### src/rtl/instr_reg_rom.sv
// ---------------------------------------------------------------------------
// instr_reg_rom
//
// Purpose:
//    Read-only instruction memory for the single-cycle RISC-V CPU. Holds a
//    fixed 32-word RV32I test program and returns the word selected by a
//    5-bit word address. The output is registered: a read issued on one
//    rising edge appears on o_q right after that edge, so a new address can
//    be presented every cycle. Reset loads a NOP so that the fetch stage
//    sees a harmless instruction until the first real read.
//
// Ports:
//    i_clk    input   1       system clock, rising-edge active
//    i_rst_n  input   1       synchronous active-low reset (wins over i_en)
//    i_en     input   1       read enable; o_q loads ROM[i_addr] when high
//    i_addr   input   ADDR_W  word address, every value is valid
//    o_q      output  DATA_W  registered instruction word
// ---------------------------------------------------------------------------
module instr_reg_rom #(
   parameter int ADDR_W = 5,
   parameter int DATA_W = 32
) (
   input  logic              i_clk,
   input  logic              i_rst_n,
   input  logic              i_en,
   input  logic [ADDR_W-1:0] i_addr,
   output logic [DATA_W-1:0] o_q
);

   // addi x0,x0,0 -- the canonical RV32I no-op, also used as the reset value
   localparam logic [DATA_W-1:0] NOP_INSTR = 32'h0000_0013;

   logic [DATA_W-1:0] w_romData;
   logic [DATA_W-1:0] r_q;

   // The program is a constant lookup table. Anything past the halt loop at
   // word 11 is padded with NOPs, which is what the default branch supplies,
   // so the whole address range decodes without any out-of-range handling.
   always_comb begin
      w_romData = NOP_INSTR;
      case (i_addr)
         5'd0:    w_romData = 32'h0050_0093;   // addi x1,x0,5
         5'd1:    w_romData = 32'h00A0_0113;   // addi x2,x0,10
         5'd2:    w_romData = 32'h0020_81B3;   // add  x3,x1,x2
         5'd3:    w_romData = 32'h4011_0233;   // sub  x4,x2,x1
         5'd4:    w_romData = 32'h0020_F2B3;   // and  x5,x1,x2
         5'd5:    w_romData = 32'h0020_E333;   // or   x6,x1,x2
         5'd6:    w_romData = 32'h0030_2023;   // sw   x3,0(x0)
         5'd7:    w_romData = 32'h0000_2383;   // lw   x7,0(x0)
         5'd8:    w_romData = 32'h0071_8463;   // beq  x3,x7,+8
         5'd9:    w_romData = 32'h0010_0413;   // addi x8,x0,1
         5'd10:   w_romData = 32'h0020_A4B3;   // slt  x9,x1,x2
         5'd11:   w_romData = 32'h0000_006F;   // jal  x0,0 (halt loop)
         default: w_romData = NOP_INSTR;
      endcase
   end

   // Output register. Reset is checked first so that a read requested in the
   // same cycle is discarded and the NOP is loaded instead; with the enable
   // low the previous instruction is simply held.
   always_ff @(posedge i_clk) begin
      if (!i_rst_n) begin
         r_q <= NOP_INSTR;
      end else if (i_en) begin
         r_q <= w_romData;
      end
   end

   assign o_q = r_q;

endmodule

### config.mk
export PLATFORM = sky130hd
export DESIGN_NAME = instr_reg_rom
export DESIGN_NICKNAME = d
export VERILOG_FILES = /design/src/rtl/instr_reg_rom.sv
export SDC_FILE = /design/constraint.sdc
export NUM_CORES = 1
export LEC_CHECK = 0
export BUFFER_PORTS_ARGS = -buffer_cell sky130_fd_sc_hd__buf_2
export CAP_MARGIN = 10
export CORE_UTILIZATION = 40
export CTS_CLUSTER_SIZE = 25
export DETAILED_ROUTE_END_ITERATION = 12
export GPL_TIMING_DRIVEN = 0
export PLACE_DENSITY = 0.7
export SLEW_MARGIN = 25
export SYNTH_ARGS = -nofsm -noshare
export SYNTH_HDL_FRONTEND = slang
export SYNTH_SLANG_ARGS = --single-unit
### constraint.sdc
create_clock -name i_clk -period 1 [get_ports i_clk]
set_clock_uncertainty 0.05 [all_clocks]
set_input_delay 0.15 -clock i_clk [delete_from_list [all_inputs] [get_ports i_clk]]
set_output_delay 0.15 -clock i_clk [all_outputs]
set_load 0.03 [all_outputs]
======== Word level (Yosys, flattened, before mapping) ========
Memory sizes are Yosys's and may differ from the RTL's.
Index checks and enable logic that the tools add are counted.
operators by class
  shift-type cells ........................ 0
  add/subtract/negate cells ............... 0
  eq/ne operators ......................... 0
  order comparisons ....................... 0
  bitwise operators ....................... 0
  reductions and logical operators ........ 0
  $mul .................................... 0
  mux-type cells .......................... 1
  div/mod/pow operators ................... 0
operator list
  kind                number
  two-way mux 32 bit  1
storage, ports and cells
  memories ................................ 1
  memory bits (writable) .................. 0
  output and inout bits ................... 32
  ROM bits ................................ 304
  register bits ........................... 32
  bits in latches ......................... 0
  logic and storage cells ................. 3
  bits of input ports ..................... 8
memory list
  name              words  width  read ports  clocked after Yosys merged registers in  write ports  line  source
  (name not given)  16     19     1           0                                        0            41    case (i_addr)

======== Depth between registers and ports, before layout ========
Gate-level depths: netlist of run 1.
An unclocked memory read counts as a cell.
  word-level depth ........................ 2
  depth in mapped cells ................... 5
  gate-level depth less buffers ........... 5

======== Least setup slack after synthesis of run 1 ========
Ideal clock, no wire load.
  kind .................................... register to register
  start point ............................. register, netlist name o_q[21]
  end point ............................... register r_q[21], in the netlist o_q[21]
  path slack .............................. -0.085 ns
  arrival time ............................ 0.944 ns
  required time ........................... 0.859 ns
  cell stages (with the launch flop) ...... 4
  buffers on the path ..................... 0
  clock period less this slack ............ 1.085 ns
  library setup time ...................... 0.091 ns
  cells stage by stage .................... dfxtp_1 -> nor2b_1 -> nor2_1 -> a311oi_1
RTL lines
  element                 line  source
  end signal: assignment  65    r_q <= w_romData;
  end: declaration        34    logic [DATA_W-1:0] r_q;

======== Worst setup path in the final report of run 1 ========
  start point ............................. register r_q[3], in the netlist o_q[3]
  end point ............................... output port o_q[3]
RTL lines
  element           line  source
  end: declaration  27    output logic [DATA_W-1:0] o_q
No word-level cell between the ends.

==> results of run 1 <==
metal layers:
metal,share of wire [%],vias to the layer above,global-route usage (%)
met4,0.88,0,6.579
met5,0,-,0
met3,4.0,4,3.161
li1,-,479,-
met2,49,23,29.79
met1,46,430,24.79
worst register-to-register path: cells and delay by family, from the launching register on:
family / cells / cell delay, ps
flip-flops: 1 / 330
AND/OR/NAND/NOR: 2 / 200
AO/OA/AOI/OAI: 1 / 240
synthesized netlist by cell type, types with 2 or more instances:
library cell	n
buf_4	17
ha_1	6
nor3b_2	2
a32oi_1	2
nand3_1	5
dfxtp_1	18
conb_1	2
a21oi_1	9
nand2b_1	6
nor2b_1	4
nor2_1	9
a22oi_1	4
nand2_1	6
o21ai_0	5
inv_1	6
cells by family (layout without fill, tap and decap cells):
logic type | Yosys count | count (layout) | synth area share (%)
DFF | 18 | 18 | 34.04
muxes | 1 | 1 | 0.9457
and+or+nand+nor | 39 | 39 | 22.22
other | 2 | 13 | 0.7095
AOI/OAI and AO/OA | 31 | 31 | 19.51
buffers and inverters | 26 | 57 | 15.48
adders and majority gates | 6 | 6 | 7.092
repair_timing:
action,4_1_cts,5_1_grt
buffers inserted,1,1
endpoints found under the hold margin,0,0
setup endpoints to repair,23,17
pin swaps,2,2
resized for setup,53,7
cell type report:
| class | count | share of cell area [%] |
|---|---|---|
| well taps | 30 | 2.523 |
| flip-flops and latches | 18 | 25.74 |
| plain buffers | 20 | 9.756 |
| multi-input cells | 90 | 40.20 |
| inverters | 6 | 1.766 |
| repair buffers | 27 | 17.58 |
| clock buffers | 4 | 2.439 |
layout by cell type (no fill, tap or decap), drive strengths merged, types with 2 or more instances in the layout:
master  Yosys  layout
nor2        9       9
a21oi      10      10
nand2b      6       6
clkbuf      1       5
nand2       6       6
buf        19      46
a22oi       4       4
inv         6       5
ha          6       6
a32oi       2       2
conb        2      13
nor2b       4       4
o21ai       6       6
nor3b       2       2
nand3       5       5
a21o        2       2
dfxtp      18      18
power by group through the flow:
stage | Clock [mW] | Combinational [mW] | Sequential (mW)
after floorplan | 0 | 0.247 | 0.798
after global placement | 0 | 0.364 | 0.760
after detailed placement | 0 | 0.369 | 0.760
after CTS | 0.468 | 0.397 | 0.750
after global routing | 0.495 | 0.448 | 0.753
final | 0.456 | 0.413 | 0.750
through the flow:
stage | instance area (um2) | utilization (%) | power [mW] | worst slack (ps) | setup TNS, ps
floorplan | 1117 | - | 1.044 | -17.97 | -17.97
global placement | 1280 | 51.20 | 1.123 | -360.8 | -3693
detailed placement | 1280 | 51.20 | 1.129 | -402.7 | -4099
CTS | 1459 | 58.36 | 1.615 | -74.78 | -129.3
global route | 1488 | 59.51 | 1.697 | -105.6 | -260.5
finish | 1488 | 59.51 | 1.619 | -73.66 | -125.7
how the worst max path moves through the flow:
| stage | from | end | slack, ps | depth (start not counted) |
|---|---|---|---|---|
| 2_1_floorplan | i_addr[0] | o_q[15] | -20 | 5 |
| 3_3_place_gp | i_addr[1] | o_q[8] | -360 | 6 |
| 3_5_place_dp | i_addr[0] | o_q[15] | -400 | 6 |
| 4_1_cts | o_q[3] | o_q[3] | -70 | 2 |
| 5_1_grt | o_q[3] | o_q[3] | -110 | 2 |
| 6_report | o_q[3] | o_q[3] | -70 | 2 |
==> impl_results.md, run 1 <==
- Initial Utilization: 42.34%
- DRC Markers: 0
- TritonCTS Buffers: 3
- Clock power frac: 28.2%
- Worst Path Max Fanout: 3
- Failing checks: negative setup slack
- Cells after synthesis: 123
- DR pass1 iterations: 4
- Count of flip-flops with a built-in enable after synthesis: 0
- Gr ovfl total: 0
- Switching share of total power: 30.34%
- Sequential power share: 46.3%
- Detailed-route wire length per cell: 12.17 um
- Initial antenna violation count: 0
- Power per cell area: 1088 mW/mm2
- # H-tree levels: 1
- Data arrival, critical path: 870 ps
- Overall die width: 53.44 um
- Critical path class: reg -> out
- I/O pins: 40
- Share of cells above drive strength 1: 49.09%
- Worst Path Required: 800 ps
- Fin nets: 180
- Row count: 18
- Multi-input gate area: 598.1 um2
- Nature of the critical path startpoint: flop
- FF+latch area: 382.9 um2
- Final count of hold timing violations: 0
- Port Buffers: 25
- Hold_buf cts: 0
- Global-route wire length before repair: 3.864 mm
- Flops & latches, synth: 18
- Clock sink count: 18
- R2r worst-path depth: 3
- CTS tree: built
- Ys flop type: dfxtp_1
- Area Overhead vs Synth: 40.54%
- Finished Layout Cells: 195
- P_sw: 0.4913 mW
- Max Clock Freq: 0.9314 GHz
- Worst path slowest cell: dfxtp_2
- Max reg flops: 18
- Power share of the combinational group: 25.5%
- CP top delay family: flip-flops
- Lkg Pwr: 0.6678 nW
- Global-route usage over all layers: 18.66%
- Hold_sp: i_rst_n
- Crit. End Element: primary output
- Routed wire length: 2.374 mm
- Area fraction of the dominant cell type after synthesis: 34.04%
- Worst reg2reg path endpoint: o_q[21]
- Syn_area_per_cell: 8.606 um2
- VDD IR max: 0.0006711 V
- Sequential share of the synthesized area: 34.04%
- Final worst slack: -73.66 ps
- Die height: 53.44 um
- Reg2Reg Setup Slack: 100 ps
- Synth area leader: dfxtp_1
- GP Congestion: 0.7821
- Number of global-route vias before repair: 845
- Fill cells: 224
- Initial DRC Count: 6
- YS warnings: 0
- Mapped cell area: 0.001059 mm2
- Vias/cell: 4.800
- Most Frequent Cell on Critical Path: buf_6
- Largest net degree at the start of global routing: 11
- Total die area: 0.002856 mm2
- Worst-path clk slew: 110 ps
- Worst Path Buf+Inv: 2
- Clock Root Buffer: clkbuf_4
- Async SR Flop Fraction: 0%
- CP Cell Sequence: buf_6, buf_6
- Maxcap violations: 0
- Min Tclk post-route: 1074 ps
- Fin Hold WS: 110.8 ps
- Hold path cells: 2
- Final Cycle Share: 107.4%
- Unique masters post-synth: 37
- Inserted Diodes: 0
- Type of the worst min-delay path: in -> reg
- Pint: 1.128 mW
- Final setup viols: 2
- FF-to-FF Start: o_q[21]
- Antenna Nets Post-Route: 0
- DPL Wire Length: 1.710 mm
- WHS Endpoint: o_q[5]
- Worst path max stage delay: 350 ps
- Top cells by area, synth: dfxtp_1 34%, buf_4 12%, ha_1 7.1%, a21oi_1 4.3%, nand2b_1 3.5%
- Clock Path Buffers: 2
- Final Max Tran Viols: 0
- Clk Latency, worst-skew pair: 280 ps
- Routed via count: 936
- Core area: 0.002500 mm2
- RSZ-0062 raised after global routing: true
- Dpl cells: 189
- Outcome: finished, violations left
No activity file was read; power rests on OpenSTA's default activity.
==> run 2: changes to the inputs <==
--- a/config.mk
+++ b/config.mk
@@ -7,11 +7,13 @@
 export LEC_CHECK = 0
 export BUFFER_PORTS_ARGS = -buffer_cell sky130_fd_sc_hd__buf_2
 export CAP_MARGIN = 10
-export CORE_UTILIZATION = 40
+export CELL_PAD_IN_SITES_DETAIL_PLACEMENT = 2
+export CELL_PAD_IN_SITES_GLOBAL_PLACEMENT = 2
+export CORE_UTILIZATION = 24
 export CTS_CLUSTER_SIZE = 25
 export DETAILED_ROUTE_END_ITERATION = 12
 export GPL_TIMING_DRIVEN = 0
-export PLACE_DENSITY = 0.7
+export PLACE_DENSITY_LB_ADDON = 0.1
 export SLEW_MARGIN = 25
 export SYNTH_ARGS = -nofsm -noshare
 export SYNTH_HDL_FRONTEND = slang
==> run 2 against run 1 <==
The run still ends with negative setup slack left; via count increased by 4.7%; critical path type unchanged; die area increased by 64%; sequential share of layout area decreased by 1.2 points; critical endpoint unchanged; utilization decreased by 23 points; hold slack improved by 57 ps; worst setup slack improved by 50 ps.
==> impl_results.md, run 2 (same netlist as run 1, synthesis figures left out) <==
- Clk Latency, worst-skew pair: 260 ps
- Setup TNS: -23.80 ps
- Clock sink count: 18
- Data arrival, critical path: 820 ps
- Detailed-route wire length per cell: 14.62 um
- CTS tree: built
- Most Frequent Cell on Critical Path: buf_6
- Fin Hold WS: 168.1 ps
- Dpl cells: 209
- Port Buffers: 25
- Dpl ws: -437.2 ps
- Final Max Tran Viols: 0
- Global-route wire length before repair: 5.043 mm
- Type of the worst min-delay path: in -> reg
- TritonCTS Buffers: 3
- Max Clock Freq: 0.9772 GHz
- Hold path cells: 2
- Final setup viols: 2
- VDD IR max: 0.0005075 V
- Min Tclk post-route: 1023 ps
- Largest net degree at the start of global routing: 11
- Clock Path Buffers: 2
- Inserted Diodes: 0
- Max reg flops: 18
- Worst-path clk slew: 70 ps
- Fin nets: 180
- Area Overhead vs Synth: 40.19%
- Maxcap violations: 0
- Finished Layout Cells: 215
- Worst Path Required: 800 ps
- Nature of the critical path startpoint: flop
- Worst Path Max Fanout: 3
- Hold_sp: i_rst_n
- Final Cycle Share: 102.3%
- Total die area: 0.004680 mm2
- Final worst slack: -23.35 ps
- Initial antenna violation count: 0
- I/O pins: 40
- Dpl cell area: 0.001305 mm2
- Core area: 0.004115 mm2
- Commonest non-fill, non-tap cell in the layout: buf_4
- # H-tree levels: 1
- Overall die width: 68.41 um
- Die height: 68.41 um
- Gr ovfl total: 0
- Worst path max stage delay: 330 ps
- DR pass1 iterations: 2
- WHS Endpoint: o_q[5]
- Fill cells: 472
- CP Cell Sequence: buf_6, buf_6
- Worst reg2reg path endpoint: o_q[21]
- Worst path slowest cell: dfxtp_2
- Routed via count: 980
- Initial DRC Count: 17
- Final non-filler cell area: 0.001484 mm2
- Share of cells above drive strength 1: 41.82%
- Final Util: 36.06%
- Row count: 23
- Vias/cell: 4.558
- Number of global-route vias before repair: 1,011
- DRC Markers: 0
- Critical path class: reg -> out
- Lkg Pwr: 0.6701 nW
- Failing checks: negative setup slack
- RSZ-0062 raised after global routing: true
- Total power: 1.780 mW
- Commonest non-fill, non-tap cells in the layout: 32 x buf_4, 15 x dfxtp_1, 13 x conb_1, 9 x a21oi_1, 9 x nor2_1
- DPL Wire Length: 2.299 mm
- Final count of hold timing violations: 0
- Crit. End Element: primary output
- Initial Utilization: 25.72%
- GP Congestion: 0.7642
- FF-to-FF Start: o_q[21]
- Routed wire length: 3.144 mm
- Antenna Nets Post-Route: 0
- Clock Root Buffer: clkbuf_8
- Outcome: finished, violations left
- R2r worst-path depth: 3
- Reg2Reg Setup Slack: 90 ps
- Power per cell area: 1199 mW/mm2
- Global-route usage over all layers: 15.00%
run 2: layout make-up:
type | count | area (um2) | area share, %
Sequential cell | 18 | 364.1 | 24.54
Multi-Input combinational cell | 90 | 618.1 | 41.65
Inverter | 6 | 26.28 | 1.771
Clock buffer | 4 | 55.05 | 3.710
Tap cell | 50 | 62.56 | 4.216
Buffer | 20 | 148.9 | 10.03
Timing Repair Buffer | 27 | 209.0 | 14.08
run 2: critical path, delay by kind of cell, from the launching register on:
family,cells,cell delay [ps]
buffers and inverters,2,230
DFF,1,330
run 2: worst max path at each step:
stage,startpoint,to,slack (ps)
global route,o_q[3],o_q[3],-50
floorplan,i_addr[0],o_q[15],-20
global placement,i_addr[1],o_q[4],-440
finish,o_q[3],o_q[3],-20
detailed placement,i_addr[1],o_q[4],-440
CTS,o_q[3],o_q[3],-40
run 2: timing repair:
action | in CTS | in global routing
pin swaps | 1 | 3
endpoints found under the setup margin | 16 | 26
hold buffers | 0 | 0
buffers inserted | 2 | 0
gates resized for setup | 16 | 29
run 2: power breakdown:
group | switching (mW) | internal [mW] | total, mW | leakage, nW
logic | 0.259 | 0.163 | 0.423 | 0.494
registers | 0.00982 | 0.736 | 0.746 | 0.147
clock network | 0.261 | 0.351 | 0.612 | 0.0288
run 2: routing by layer:
layer	track usage, %	routed length [um]
met5	0	0
met4	6.250	48
met3	2.500	114
met2	25.49	1620
met1	18.49	1360
